===== config.mk =====
export PLATFORM = sky130hd
export DESIGN_NAME = pipelined_multiplier
export DESIGN_NICKNAME = d
export VERILOG_FILES = /design/src/rtl/pipelined_multiplier.sv
export SDC_FILE = /design/constraint.sdc
export NUM_CORES = 1
export LEC_CHECK = 0
export CAP_MARGIN = 40
export CORE_AREA = 2 2 195 197
export DETAILED_ROUTE_END_ITERATION = 6
export DIE_AREA = 0 0 197 199
export SETUP_SLACK_MARGIN = 0.2
export SLEW_MARGIN = 20
export SYNTH_ARGS = -nofsm -noshare
export SYNTH_HDL_FRONTEND = slang
export SYNTH_SLANG_ARGS = --single-unit

===== constraint.sdc =====
create_clock -name clk -period 0.9 [get_ports clk]
set_input_delay 0.18 -clock clk [delete_from_list [all_inputs] [get_ports clk]]
set_output_delay 0.18 -clock clk [all_outputs]
set_load 0.03 [all_outputs]

===== src/rtl/pipelined_multiplier.sv =====
// Unsigned DATA_LEN x DATA_LEN multiplier returning the low DATA_LEN bits of the product,
// delayed by PIPELINE_STAGE-1 register stages behind a combinational product stage.
module pipelined_multiplier #(
    parameter int DATA_LEN       = 32,
    parameter int PIPELINE_STAGE = 2
) (
    input  logic                clk,
    input  logic                reset,
    input  logic [DATA_LEN-1:0] a,
    input  logic [DATA_LEN-1:0] b,
    output logic [DATA_LEN-1:0] result
);

    // Context width is DATA_LEN, so the upper half of the product is never formed.
    logic [DATA_LEN-1:0] w_product;
    assign w_product = a * b;

    generate
        if (PIPELINE_STAGE <= 1) begin : g_comb
            // Depth 1 has no state: clock and reset are intentionally unused.
            logic w_unused_clk_rst;
            assign w_unused_clk_rst = clk ^ reset;
            assign result           = w_product;
        end else begin : g_pipe
            localparam int NREG = PIPELINE_STAGE - 1;

            logic [NREG-1:0][DATA_LEN-1:0] r_stage;

            always_ff @(posedge clk or negedge reset) begin
                if (!reset) begin
                    r_stage <= '0;
                end else begin
                    r_stage[0] <= w_product;
                    for (int i = 1; i < NREG; i++) begin
                        r_stage[i] <= r_stage[i-1];
                    end
                end
            end

            assign result = r_stage[NREG-1];
        end
    endgenerate

endmodule


==> metrics.txt <==
DRT Wirelength 48900 um; asr flop ratio synth 100%; failing checks negative setup slack; WP data arrival 6.55 ns; worst stage delay on the critical path 0.58 ns; Critical Path End result[31]$_DFF_PN0_; post-synthesis cell area 16600 sq um; dominant cells by area after synthesis fa_1 49%, and2_1 14%, ha_1 9.3%; crit path max fanout 8; Peak Freq 157 MHz; Core Footprint 37100 sq um; DRC viols 0; Synth area leader fa_1; Routability Congestion 0.905; Via density 4.94; Data required, critical path 1.09 ns; CP startpoint kind primary input; effective utilization at floorplan 44.7%; Mapped Nets 2338; number of buffers created by CTS 5; DIE WIDTH 197 um; All-Layer GR Usage 26.6%; vias in the first global route 14263; I/O Buffers 97; synth cell count leaders 408 x fa_1, 368 x and2_1, 363 x inv_1; final hold vios 0; status complete, but fails checks; worst-margin pin slew 0.404 ns; Routed Antenna Nets 0; TritonRoute pass-1 iters 5; drt initial violations 584; CP most frequent cell fa_1; share of cells above drive strength 1 29.7%; final global-route overflow total 0; critical path's top delay family adder cells; Syn Area/Cell 9.53 sq um; row count 71; Final Max Tran Viols 0; chip height 199 um; Fin Hold WS 0.367 ns; Sink Count 32; Routed WL per cell 19.3 um; Layout Nets 2660; initial antenna violation count 2; Seq/Total Area, Yosys 4.83%; I/O Pins 98; clock slew at reported path FFs 0.06 ns; crit share post-route 707%; EDFF count, synth 0; # setup viols final 63; Netlist cell types 45; max_slew headroom 72.9%; Gate Count Post-Synth 1741; Worst Path Buf+Inv 7; Hold Path Class in -> async; Yosys top cell area share 49.2%; Setup CP Type in -> reg; top-count cell post-synth fa_1; root buf cell clkbuf_16; Final min period 6.36 ns; number of flip-flops in the largest register 32; RSZ-0062 raised after global routing yes; crit path from b[7]; CP Depth 25; Crit. End Element flip-flop; ant diodes 0; Synth Register Bits 32; hpwl dp 40100 um; Die ar. 39200 sq um; Primary FF master, synth dfrtp_1; synth warn 0; vias post-DR 12538; Max Cap Viol 0; CTS tree yes; largest net degree at the start of global routing 33; Max clock buf depth 2; H-tree depth 2; slack of the critical path -5.46 ns; Slowest cell on crit path fa_2; synth-to-layout area growth 34.7%; first-pass GRT wire length 78300 um
-- how the worst min path moves through the flow --
stage | end | slack [ns]
6_report | result[22]$_DFF_PN0_ | 0.37
5_1_grt | result[22]$_DFF_PN0_ | 0.39
4_1_cts | result[22]$_DFF_PN0_ | 0.36
3_5_place_dp | result[22]$_DFF_PN0_ | 0.16
3_3_place_gp | result[22]$_DFF_PN0_ | 0.16
2_1_floorplan | result[0]$_DFF_PN0_ | -0.12
-- placed cells by master, fill, tap and decap left out, drive strengths merged, types with 2 or more instances in the layout --
cell             n
xnor2           65
a21o            10
o31ai            2
xor2            19
and3             3
nor3             5
clkbuf           7
buf            349
fa             408
nor2b            2
nand2b           2
inv            363
nor2            11
o21ai           11
nand3            7
bufbuf           4
dfrtp           32
o21a             4
clkdlybuf4s15    3
ha             123
a21oi           23
a211oi           5
o211ai           3
or4              2
o21bai           6
clkinv           3
a221oi           2
and2           369
dlygate4sd2     14
clkdlybuf4s50   22
nand2          169
a31oi            2
-- routing by layer --
metal	vias to the layer above	share of wire [%]	wire, um	GRT usage [%]
met1	6459	40	19500	32.3
met5	-	0.055	27	0
met2	285	51	25000	47.5
met4	4	4.9	2410	12.3
li1	5696	-	-	-
met3	94	4.0	1950	2.93
-- kinds of logic after synthesis --
kind of cell | synth area share (%)
buffers and inverters | 10.0
adder cells (fa/ha/maj) | 58.5
flip-flops | 4.83
XOR/XNOR | 4.44
AND/OR/NAND/NOR | 19.0
AO/OA/AOI/OAI | 3.23
-- cell type report --
class / instances / area [sq um]
Fill cell: 3150 / 14800
Multi-Input combinational cell: 1266 / 15400
Clock inverter: 3 / 18.8
Timing Repair Buffer: 395 / 4070
Tap cell: 474 / 593
Clock buffer: 5 / 125
Inverter: 363 / 1370
Sequential cell: 32 / 801
-- metrics by stage --
stage | std cells | worst slack [ns] | setup TNS [ns] | cell area (sq um) | utilization [%]
floorplan | 1741 | -5.45 | -121.96 | 17100 | -
global placement | 2451 | -6.28 | -151.93 | 20200 | 54.3
detailed placement | 2451 | -6.37 | -153.76 | 20200 | 54.3
CTS | 2529 | -5.41 | -133.99 | 22100 | 59.5
global route | 2538 | -5.61 | -137.70 | 22300 | 60.2
finish | 2538 | -5.46 | -132.58 | 22300 | 60.2
-- timing repair --
| item | CTS | global route |
|---|---|---|
| hold buffers | 1 | 0 |
| endpoints found under the hold margin | 32 | 0 |
| pin swaps | 165 | 77 |
| setup endpoints to repair | 64 | 64 |
| resized for setup | 409 | 62 |
| gates cloned | 11 | 1 |
| setup buffers | 58 | 8 |
Power is left out: the tool's default activity adds up to more than one toggle a clock period on the data nets, which glitch-free logic cannot reach.
